## config.mk

```make
export PLATFORM = sky130hd
export DESIGN_NAME = sequencer_flat
export DESIGN_NICKNAME = d
export VERILOG_FILES = /design/src/rtl/sequencer_if.sv /design/src/rtl/sequencer.sv /design/src/flat_wrapper.sv
export SDC_FILE = /design/constraint.sdc
export NUM_CORES = 1
export LEC_CHECK = 0
export CORE_ASPECT_RATIO = 1.1
export CORE_MARGIN = 2
export CORE_UTILIZATION = 43
export CTS_BUF_LIST = sky130_fd_sc_hd__clkbuf_4 sky130_fd_sc_hd__clkbuf_8
export DETAILED_ROUTE_END_ITERATION = 7
export PLACE_DENSITY = 0.89
export SYNTH_ARGS = -nofsm -noshare
export SYNTH_HDL_FRONTEND = slang
export SYNTH_SLANG_ARGS = --single-unit
```

## constraint.sdc

```tcl
create_clock -name clk -period 3.55 [get_ports clk]
set_input_delay 0.355 -clock clk [delete_from_list [all_inputs] [get_ports clk]]
set_output_delay 0.355 -clock clk [all_outputs]
set_load 0.03 [all_outputs]
```

## src/rtl/sequencer_if.sv

```systemverilog
// Memory handshake bundle between the instruction sequencer and the bus.
// master = sequencer (issues requests), slave = memory side.
interface sequencer_if;
  logic [7:0] mem_rdata;
  logic       mem_ready;
  logic       mem_req;
  logic       mem_we;

  modport master (
    input  mem_rdata,
    input  mem_ready,
    output mem_req,
    output mem_we
  );

  modport slave (
    output mem_rdata,
    output mem_ready,
    input  mem_req,
    input  mem_we
  );
endinterface

```

## src/rtl/sequencer.sv

```systemverilog
// SM83 instruction sequencer: owns IR and M-cycle step counter, evaluates branch conditions.
// Optional retire trace ports are enabled by defining SEQ_TRACE_EN.
module sequencer #(
  parameter logic [7:0] RESET_OPCODE = 8'h00,
  parameter logic [2:0] MAX_STEP     = 3'd7
) (
  input  logic              clk,
  input  logic              rst,
  sequencer_if.master       mem,
  input  logic [3:0]        flags,
  input  logic              done,
  input  logic              is_cond,
  input  logic [2:0]        next_cond,
  input  logic              write_mem,
  output logic [7:0]        opcode,
  output logic [2:0]        step,
  output logic              fetch_ovr,
  output logic              fault
`ifdef SEQ_TRACE_EN
  ,
  output logic              trace_valid,
  output logic [7:0]        trace_opcode,
  output logic [3:0]        trace_mcycles
`endif
);

  localparam int unsigned OPC_W  = 8;
  localparam int unsigned STEP_W = 3;
  localparam int unsigned MCYC_W = 4;

  typedef enum logic [1:0] {
    S_FETCH = 2'd0,
    S_EXEC  = 2'd1,
    S_FAULT = 2'd2
  } state_t;

  state_t              state_q, state_d;
  logic [OPC_W-1:0]    opcode_q, opcode_d;
  logic [STEP_W-1:0]   step_q, step_d;
  logic                fault_q, fault_d;
  logic                mem_req_q;
  logic                fetch_ovr_q;
  logic                cc_ok_c;
  logic                retire_c;
  logic                flags_unused;

  // N and H never take part in a branch decision.
  assign flags_unused = ^flags[2:1];

  // cc field of the JR/JP/CALL/RET family: NZ, Z, NC, C.
  always_comb begin
    cc_ok_c = 1'b0;
    case (opcode_q[4:3])
      2'b00:   cc_ok_c = ~flags[3];
      2'b01:   cc_ok_c =  flags[3];
      2'b10:   cc_ok_c = ~flags[0];
      default: cc_ok_c =  flags[0];
    endcase
  end

  // Next-state logic; every step is gated on the bus handshake.
  always_comb begin
    state_d  = state_q;
    opcode_d = opcode_q;
    step_d   = step_q;
    fault_d  = fault_q;
    retire_c = 1'b0;
    case (state_q)
      S_FETCH: begin
        if (mem.mem_ready) begin
          opcode_d = mem.mem_rdata;
          step_d   = STEP_W'(0);
          state_d  = S_EXEC;
        end
      end
      S_EXEC: begin
        if (mem.mem_ready) begin
          if (done) begin
            // Fetch overlaps the final step: the byte read now is the next opcode.
            opcode_d = mem.mem_rdata;
            step_d   = STEP_W'(0);
            retire_c = 1'b1;
          end else if (is_cond) begin
            step_d = cc_ok_c ? step_q + STEP_W'(1) : next_cond;
          end else if (step_q == MAX_STEP) begin
            fault_d = 1'b1;
            state_d = S_FAULT;
          end else begin
            step_d = step_q + STEP_W'(1);
          end
        end
      end
      S_FAULT: begin
        state_d = S_FAULT;
      end
      default: begin
        state_d = S_FAULT;
        fault_d = 1'b1;
      end
    endcase
  end

  always_ff @(posedge clk or posedge rst) begin
    if (rst) begin
      state_q     <= S_FETCH;
      opcode_q    <= RESET_OPCODE;
      step_q      <= STEP_W'(0);
      fault_q     <= 1'b0;
      mem_req_q   <= 1'b1;
      fetch_ovr_q <= 1'b1;
    end else begin
      state_q     <= state_d;
      opcode_q    <= opcode_d;
      step_q      <= step_d;
      fault_q     <= fault_d;
      mem_req_q   <= (state_d != S_FAULT);
      fetch_ovr_q <= (state_d == S_FETCH);
    end
  end

  assign opcode     = opcode_q;
  assign step       = step_q;
  assign fault      = fault_q;
  assign fetch_ovr  = fetch_ovr_q;
  assign mem.mem_req = mem_req_q;
  // Write strobe follows the decoder's current step, so it cannot be registered.
  assign mem.mem_we  = (state_q == S_EXEC) && write_mem;

`ifdef SEQ_TRACE_EN
  logic [MCYC_W-1:0] mcyc_q;
  logic [MCYC_W-1:0] mcyc_inc_c;
  logic              trace_valid_q;
  logic [OPC_W-1:0]  trace_opcode_q;
  logic [MCYC_W-1:0] trace_mcycles_q;

  assign mcyc_inc_c = (mcyc_q == {MCYC_W{1'b1}}) ? mcyc_q : mcyc_q + MCYC_W'(1);

  // Counts completed M-cycles of the current opcode; stalls do not count.
  always_ff @(posedge clk or posedge rst) begin
    if (rst) begin
      mcyc_q          <= MCYC_W'(0);
      trace_valid_q   <= 1'b0;
      trace_opcode_q  <= OPC_W'(0);
      trace_mcycles_q <= MCYC_W'(0);
    end else begin
      trace_valid_q <= retire_c;
      if (retire_c) begin
        mcyc_q          <= MCYC_W'(0);
        trace_opcode_q  <= opcode_q;
        trace_mcycles_q <= mcyc_inc_c;
      end else if (state_q == S_EXEC && mem.mem_ready) begin
        mcyc_q <= mcyc_inc_c;
      end
    end
  end

  assign trace_valid   = trace_valid_q;
  assign trace_opcode  = trace_opcode_q;
  assign trace_mcycles = trace_mcycles_q;
`else
  logic retire_unused;
  assign retire_unused = retire_c;
`endif

endmodule
```

## src/flat_wrapper.sv

```systemverilog
// flat-port wrapper written by rule: the top's interface ports become plain ports
module sequencer_flat 
#(
  parameter logic [7:0] RESET_OPCODE = 8'h00,
  parameter logic [2:0] MAX_STEP     = 3'd7
)
  (clk, rst, flags, done, is_cond, next_cond, write_mem, opcode, step, fetch_ovr, fault, mem_mem_rdata, mem_mem_ready, mem_mem_req, mem_mem_we);
  sequencer_if mem_i ();
  input  logic clk;
  input  logic rst;
  input  logic [3:0] flags;
  input  logic done;
  input  logic is_cond;
  input  logic [2:0] next_cond;
  input  logic write_mem;
  output logic [7:0] opcode;
  output logic [2:0] step;
  output logic fetch_ovr;
  output logic fault;
  input wire logic [$bits(mem_i.mem_rdata)-1:0] mem_mem_rdata;
  input wire logic [$bits(mem_i.mem_ready)-1:0] mem_mem_ready;
  output wire logic [$bits(mem_i.mem_req)-1:0] mem_mem_req;
  output wire logic [$bits(mem_i.mem_we)-1:0] mem_mem_we;
  assign mem_i.mem_rdata = mem_mem_rdata;
  assign mem_i.mem_ready = mem_mem_ready;
  assign mem_mem_req = mem_i.mem_req;
  assign mem_mem_we = mem_i.mem_we;
  sequencer #(.RESET_OPCODE(RESET_OPCODE), .MAX_STEP(MAX_STEP)) u_core (.clk(clk), .rst(rst), .mem(mem_i), .flags(flags), .done(done), .is_cond(is_cond), .next_cond(next_cond), .write_mem(write_mem), .opcode(opcode), .step(step), .fetch_ovr(fetch_ovr), .fault(fault));
endmodule
```

==> load_flow_metrics.sql, run 1 <==
INSERT INTO impl_metrics (metric_group, metric, value, unit) VALUES
('layout', 'layout_nets', '118', ''),
('yosys', 'syn-num-nets', '80', ''),
('setup_path', 'worstRegToRegCells', '6', ''),
('placement', 'globalplace.congestion', '0.790', ''),
('cts', 'cts_setup_buffers', '0', ''),
('floorplan', 'width_of_the_die', '42.5', 'um'),
('setup_path', 'critical_path_buf_inv_count', '2', ''),
('setup_path', 'cp_cell_sequence', 'inv_1 > nor3b_1 > clkdlybuf4s50_1', ''),
('floorplan', 'fp.dieArea', '1970', 'um^2'),
('routing', 'final_antenna_net_count', '0', ''),
('setup_path', 'crit_path_max_incr_delay', '0.71', 'ns'),
('global_routing', 'grt_util_all_layers', '0.185', ''),
('setup_path', 'critical_path.endpoint_type', 'output port', ''),
('setup_path', 'slowest_stage', 'sky130_fd_sc_hd__clkdlybuf4s50_1', ''),
('layout', 'fill_cells', '106', ''),
('worst_hold_path', 'timing.hold.worst.class', 'in -> async', ''),
('cts', 'tritoncts_clock_tree', 'yes', ''),
('yosys', 'synth_area_per_cell', '12.3', 'um^2'),
('layout', 'layout-drive-gt1-share', '0.160', ''),
('routing', 'route.detailed.vias_per_inst', '5.17', ''),
('power_and_ir_drop', 'power-per-cell-area', '710', 'nW/um^2'),
('floorplan', 'core.rowCount', '15', ''),
('yosys', 'synth-seq-cells', '16', ''),
('routing', 'drt_wl_total', '1560', 'um'),
('placement', 'placed_cells_incl_taps', '107', ''),
('cts', 'clock_insertion_delay_worst_skew', '0.29', 'ns'),
('timing', 'max_slew_margin', '0.619', ''),
('yosys', 'synth.yosys.warnings', '0', ''),
('yosys', 'synth.lib_cells_used.distinct', '20', ''),
('timing', 'tightest_slew', '0.571', 'ns'),
('routing', 'dr.pass1.iters', '4', ''),
('timing', 'skew', '0.00288', 'ns'),
('power_and_ir_drop', 'clock_power_share', '0.156', ''),
('timing', 'timing.setup.tns', '0', 'ns'),
('yosys', 'synth-seq-area-share', '0.574', ''),
('power_and_ir_drop', 'power.leakage', '0.485', 'nW'),
('placement', 'numPortBuffers', '33', ''),
('cts', 'cts_resized', '0', ''),
('setup_path', 'start_to_end_type_of_the_worst_setup_path', 'reg -> out', ''),
('power_and_ir_drop', 'power.share.sequential', '0.369', ''),
('setup_path', 'critical_path.top_delay_family', 'buffers and inverters', ''),
('routing', 'wire_per_inst', '14.0', 'um'),
('power_and_ir_drop', 'switchingPower', '0.295', 'mW'),
('floorplan', 'area_of_the_core_region', '1560', 'um^2'),
('cts', 'clk_pin_slew', '0.09', 'ns'),
('job', 'max-cap-violations', '0', ''),
('floorplan', 'start_util', '0.451', ''),
('cts', 'clock_tree.root_cell', 'sky130_fd_sc_hd__clkbuf_4', ''),
('cts', 'hold_buf_cts', '0', ''),
('routing', 'drt_iter0_drc', '6', ''),
('layout', 'area_growth', '55.3', '%'),
('setup_path', 'cp_max_fo', '7', ''),
('setup_path', 'critical_path.startpoint_type', 'flop', ''),
('cts', 'htree_num_levels', '1', ''),
('global_routing', 'global_route_wire_length_before_repair', '2560', 'um'),
('timing', 'unrepaired_setup_endpoints_after_global_routing', 'false', ''),
('timing', 'drv_slew', '0', ''),
('placement', 'dp_slack', '1.47', 'ns'),
('timing', 'final.period_utilization', '0.607', ''),
('power_and_ir_drop', 'p_comb_frac', '0.475', ''),
('global_routing', 'first_global_vias', '604', ''),
('floorplan', 'io-pin-count', '36', ''),
('cts', 'cts_inserted_buffers', '3', ''),
('routing', 'vias', '574', ''),
('global_routing', 'grt_max_degree', '17', ''),
('status', 'outcome', 'finished clean', ''),
('global_routing', 'grt_overflow', '0', ''),
('power_and_ir_drop', 'vdd_drop_max', '0.344', 'mV'),
('power_and_ir_drop', 'switching_share', '0.381', ''),
('timing', 'min_period', '2.16', 'ns'),
('cts', 'total_clock_sinks', '16', '');
## metrics by stage
stage | power (mW) | area [um^2] | util
final | 0.774 | 1090 | 0.700
after global routing | 0.822 | 1090 | 0.700
after CTS | 0.782 | 1090 | 0.700
after detailed placement | 0.659 | 1050 | 0.676
after global placement | 0.647 | 1050 | 0.676
after floorplan | 0.501 | 702 | -
## power groups by stage
stage | Combinational (mW) | Clock, mW | Sequential, mW
5_1_grt | 0.394 | 0.133 | 0.295
2_1_floorplan | 0.112 | 0 | 0.390
3_5_place_dp | 0.370 | 0 | 0.290
3_3_place_gp | 0.363 | 0 | 0.285
4_1_cts | 0.371 | 0.125 | 0.286
6_report | 0.368 | 0.121 | 0.285
## registers in the layout (all words and copies together) (netlist names)
name	flops
u_core.step	3
u_core.opcode	8
u_core.state_q	2
u_core.fault	1
u_core.mem.mem_req	1
u_core.fetch_ovr	1
## kinds of logic after synthesis
kind of cell             count (synthesis)  share of synthesized area
flip-flops                              16                      0.574
multiplexers                            12                      0.185
AND/OR/NAND/NOR                         16                      0.123
buffers and inverters                    3                     0.0160
adder cells (fa/ha/maj)                  2                     0.0356
AO/OA/AOI/OAI                            8                     0.0660
## cell usage in the layout, fill, tap and decap left out, drive strengths merged
cell type and n:
nand2b 2, nand2 6, ha 2, clkdlybuf4s50 33, a21oi 2, mux2i 4
nor3 1, a31oi 1, o21ai 3, nand4 1, or4b 1, nor2 2
mux2 8, nor3b 2, clkbuf 4, nand3 1, o21bai 1, dfstp 2
inv 3, a21o 1, dfrtp 14
## layer usage
metal  track usage  part of all wire
met5             0                 0
met4        0.0938             0.013
met3        0.0667             0.075
met2         0.348              0.52
met1         0.182              0.39
## synthesized netlist by cell type, drive strengths merged
cell type | count | area, um^2
dfrtp | 14 | 350
mux2 | 8 | 90.1
nand2 | 6 | 22.5
mux2i | 4 | 40.0
inv | 3 | 11.3
o21ai | 3 | 15.0
a21oi | 2 | 10.0
dfstp | 2 | 52.6
ha | 2 | 25.0
nand2b | 2 | 12.5
nor2 | 2 | 10.0
nor3b | 2 | 15.0
a21o | 1 | 7.51
a31oi | 1 | 6.26
nand3 | 1 | 5.00
nand4 | 1 | 6.26
nor3 | 1 | 5.00
o21bai | 1 | 7.51
or4b | 1 | 10.0
## worst register-to-register path: stages, from the launching register on
cell,delay [ns]
sky130_fd_sc_hd__dfrtp_1,0.41
sky130_fd_sc_hd__ha_1,0.21
sky130_fd_sc_hd__ha_1,0.18
sky130_fd_sc_hd__nor3b_1,0.18
sky130_fd_sc_hd__a21o_1,0.23
sky130_fd_sc_hd__or4b_1,0.47
sky130_fd_sc_hd__nand3_1,0.09
## final timing paths
kind / startpoint / to / slack (ns)
worst max register to register: u_core.step[0] / u_core.step[0] / 1.72
worst min-delay path: rst / u_core.opcode[5] / 0.41
worst min register to register: u_core.state_q[1] / u_core.fetch_ovr / 0.48
max in group asynchronous: rst / u_core.opcode[7] / 2.76
min in group clk: u_core.state_q[1] / u_core.fetch_ovr / 0.48
worst max-delay path: u_core.state_q[0] / mem_mem_we / 1.39
## final cells by class
type                            instances  area [um^2]  share of cell area
Sequential cell                        16          403               0.370
Inverter                                3         11.3              0.0103
Timing Repair Buffer                   33          330               0.303
Multi-Input combinational cell         38          288               0.264
Clock buffer                            4         36.3              0.0333
Tap cell                               17         21.3              0.0195
Note: power is estimated with default switching activity, not from simulation.
==> run 2, diff against run 1 <==
- CORE_UTILIZATION: 43 -> 40
- PLACE_DENSITY: 0.89 -> 0.84
- clock period: 3.55 -> 2 ns (I/O delays scaled with it)
==> run 2 against run 1 <==
  * Critical path type is now reg -> reg
  * Wire length is 5.3% lower
  * Sequential cell count stayed put
  * Largest power group unchanged
  * Clock skew is 0.0089 ns higher
  * Critical endpoint is now u_core.step[0]
  * Combinational power is 77% higher
  * Register-to-register slack worse by 1.6 ns
  * Clock power is 76% higher
==> load_flow_metrics.sql, run 2 (same netlist as run 1, synthesis figures left out) <==
INSERT INTO impl_metrics (metric_group, metric, value, unit) VALUES
('floorplan', 'start_util', '0.435', ''),
('status', 'outcome', 'finished clean', ''),
('routing', 'dr.pass1.iters', '2', ''),
('setup_path', 'critical_path.endpoint_type', 'flop', ''),
('setup_path', 'cp_max_fo', '4', ''),
('layout', 'largest_register_ff_count', '8', ''),
('cts', 'clk_pin_slew', '0.10', 'ns'),
('setup_path', 'worst_r2r_endpoint', 'u_core.step[0]', ''),
('cts', 'cts_setup_buffers', '0', ''),
('job', 'max-cap-violations', '0', ''),
('global_routing', 'grt_util_all_layers', '0.163', ''),
('power_and_ir_drop', 'power.leakage', '0.495', 'nW'),
('cts', 'clock_insertion_delay_worst_skew', '0.29', 'ns'),
('setup_path', 'critical_path.startpoint_type', 'flop', ''),
('cts', 'tritoncts_clock_tree', 'yes', ''),
('cts', 'total_clock_sinks', '16', ''),
('floorplan', 'io-pin-count', '36', ''),
('cts', 'cts_resized', '0', ''),
('cts', 'cts_buffer_depth', '2', ''),
('layout', 'finalCoreUtilization', '0.677', ''),
('routing', 'final_antenna_net_count', '0', ''),
('floorplan', 'fp.dieArea', '2110', 'um^2'),
('timing', 'max_slew_margin', '0.615', ''),
('global_routing', 'grt_max_degree', '17', ''),
('floorplan', 'area_of_the_core_region', '1610', 'um^2'),
('setup_path', 'critical_path_buf_inv_count', '0', ''),
('floorplan', 'width_of_the_die', '43.9', 'um'),
('global_routing', 'grt_overflow', '0', ''),
('timing', 'hold_viol_final', '0', ''),
('layout', 'mostFrequentLayoutCells', 'sky130_fd_sc_hd__clkdlybuf4s50_1, sky130_fd_sc_hd__dfrtp_1, sky130_fd_sc_hd__mux2_2', ''),
('routing', 'drt_drc_violations_left', '0', ''),
('setup_path', 'critical_path_cell_count', '6', ''),
('routing', 'drt_iter0_drc', '3', ''),
('layout', 'layoutNonFillerInstCount', '111', ''),
('layout', 'area_growth', '55.6', '%'),
('placement', 'globalplace.congestion', '0.737', ''),
('timing', 'timing.setup.tns', '0', 'ns'),
('routing', 'vias', '578', ''),
('placement', 'numPortBuffers', '33', ''),
('power_and_ir_drop', 'vdd_drop_max', '0.590', 'mV'),
('floorplan', 'fp.dieH', '47.9', 'um'),
('layout', 'layout_commonest_cell', 'sky130_fd_sc_hd__clkdlybuf4s50_1', ''),
('global_routing', 'initial_antenna_violation_count', '0', ''),
('placement', 'detailedPlacementHpwl', '1170', 'um'),
('setup_path', 'worst_path_most_repeated_cell', 'sky130_fd_sc_hd__ha_1', ''),
('layout', 'insertedDiodeCount', '0', ''),
('setup_path', 'slowest_stage', 'sky130_fd_sc_hd__or4b_1', ''),
('routing', 'route.detailed.vias_per_inst', '5.21', ''),
('setup_path', 'critical_path.top_delay_family', 'simple AND/OR/NAND/NOR gates', ''),
('setup_path', 'cp_cell_sequence', 'ha_1 > ha_1 > nor3b_1 > a21o_1 > or4b_1 > nand3_1', ''),
('routing', 'wire_per_inst', '13.3', 'um'),
('worst_hold_path', 'timing.hold.worst.class', 'in -> async', ''),
('setup_path', 'start_to_end_type_of_the_worst_setup_path', 'reg -> reg', ''),
('setup_path', 'reg2reg_slack', '0.15', 'ns'),
('floorplan', 'core.rowCount', '15', ''),
('setup_path', 'worstRegToRegCells', '6', ''),
('cts', 'clock_tree.root_cell', 'sky130_fd_sc_hd__clkbuf_4', ''),
('setup_path', 'data_required_time_at_the_worst_endpoint', '2.24', 'ns'),
('power_and_ir_drop', 'power-per-cell-area', '1260', 'nW/um^2'),
('setup_path', 'r2r-start', 'u_core.step[0]', ''),
('timing', 'min_period', '1.85', 'ns'),
('routing', 'drt_wl_total', '1480', 'um'),
('global_routing', 'first_global_vias', '558', ''),
('timing', 'achievable-frequency', '0.542', 'GHz'),
('cts', 'cts_inserted_buffers', '3', ''),
('timing', 'final.period_utilization', '0.923', ''),
('layout', 'layout-drive-gt1-share', '0.160', ''),
('timing', 'drv_slew', '0', ''),
('setup_path', 'cp_data_arrival_time', '2.08', 'ns'),
('cts', 'hold_buf_cts', '0', ''),
('timing', 'unrepaired_setup_endpoints_after_global_routing', 'false', ''),
('global_routing', 'global_route_wire_length_before_repair', '2350', 'um'),
('timing', 'skew', '0.0118', 'ns'),
('layout', 'fill_cells', '120', ''),
('cts', 'htree_num_levels', '1', ''),
('setup_path', 'crit_path_max_incr_delay', '0.48', 'ns'),
('timing', 'tightest_slew', '0.577', 'ns'),
('placement', 'placed_cells_incl_taps', '107', ''),
('layout', 'layout_nets', '118', ''),
('timing', 'report.final.setup_viol', '0', '');
## run 2: area by class of cell
cell class                      instances  area (um^2)  share of cell area
Inverter                                3         11.3              0.0103
Multi-Input combinational cell         38          288               0.263
Sequential cell                        16          403               0.369
Clock buffer                            4         36.3              0.0332
Timing Repair Buffer                   33          333               0.305
Tap cell                               17         21.3              0.0195
## run 2: per-stage QoR
stage                     hold WS (ns)  setup WS [ns]  power [mW]  area, um^2
after global routing             0.333         0.0883        1.46        1090
after detailed placement         0.469          0.185        1.17        1050
after CTS                        0.274         0.0397        1.39        1090
after global placement           0.460          0.235        1.15        1050
after floorplan                  0.112          0.142       0.890         702
final                            0.256          0.154        1.37        1090
## run 2: how the worst max path moves through the flow
stage / slack [ns] / to / startpoint
after global routing: 0.09 / u_core.step[0] / u_core.step[0]
after detailed placement: 0.19 / u_core.step[0] / u_core.step[0]
after floorplan: 0.14 / u_core.step[0] / u_core.step[0]
after global placement: 0.23 / u_core.step[0] / u_core.step[0]
final: 0.15 / u_core.step[0] / u_core.step[0]
after CTS: 0.04 / mem_mem_we / u_core.state_q[0]
## run 2: worst reg2reg max path: stages (launching register included)
cell,delay (ns)
sky130_fd_sc_hd__dfrtp_1,0.43
sky130_fd_sc_hd__ha_1,0.22
sky130_fd_sc_hd__ha_1,0.17
sky130_fd_sc_hd__nor3b_1,0.17
sky130_fd_sc_hd__a21o_1,0.23
sky130_fd_sc_hd__or4b_1,0.48
sky130_fd_sc_hd__nand3_1,0.09
## run 2: layer usage
metal,GRT usage,part of all wire,vias to the layer above
li1,-,-,279
met1,0.175,0.41,271
met2,0.282,0.48,24
met3,0.0377,0.077,4
met4,0.127,0.027,0
met5,0,0,-
## run 2: where the power goes
| group | switching, mW | internal (mW) | total, mW |
|---|---|---|---|
| Combinational | 0.343 | 0.307 | 0.650 |
| Sequential | 0.0768 | 0.431 | 0.508 |
| Clock | 0.102 | 0.111 | 0.213 |
| Total | 0.522 | 0.849 | 1.37 |
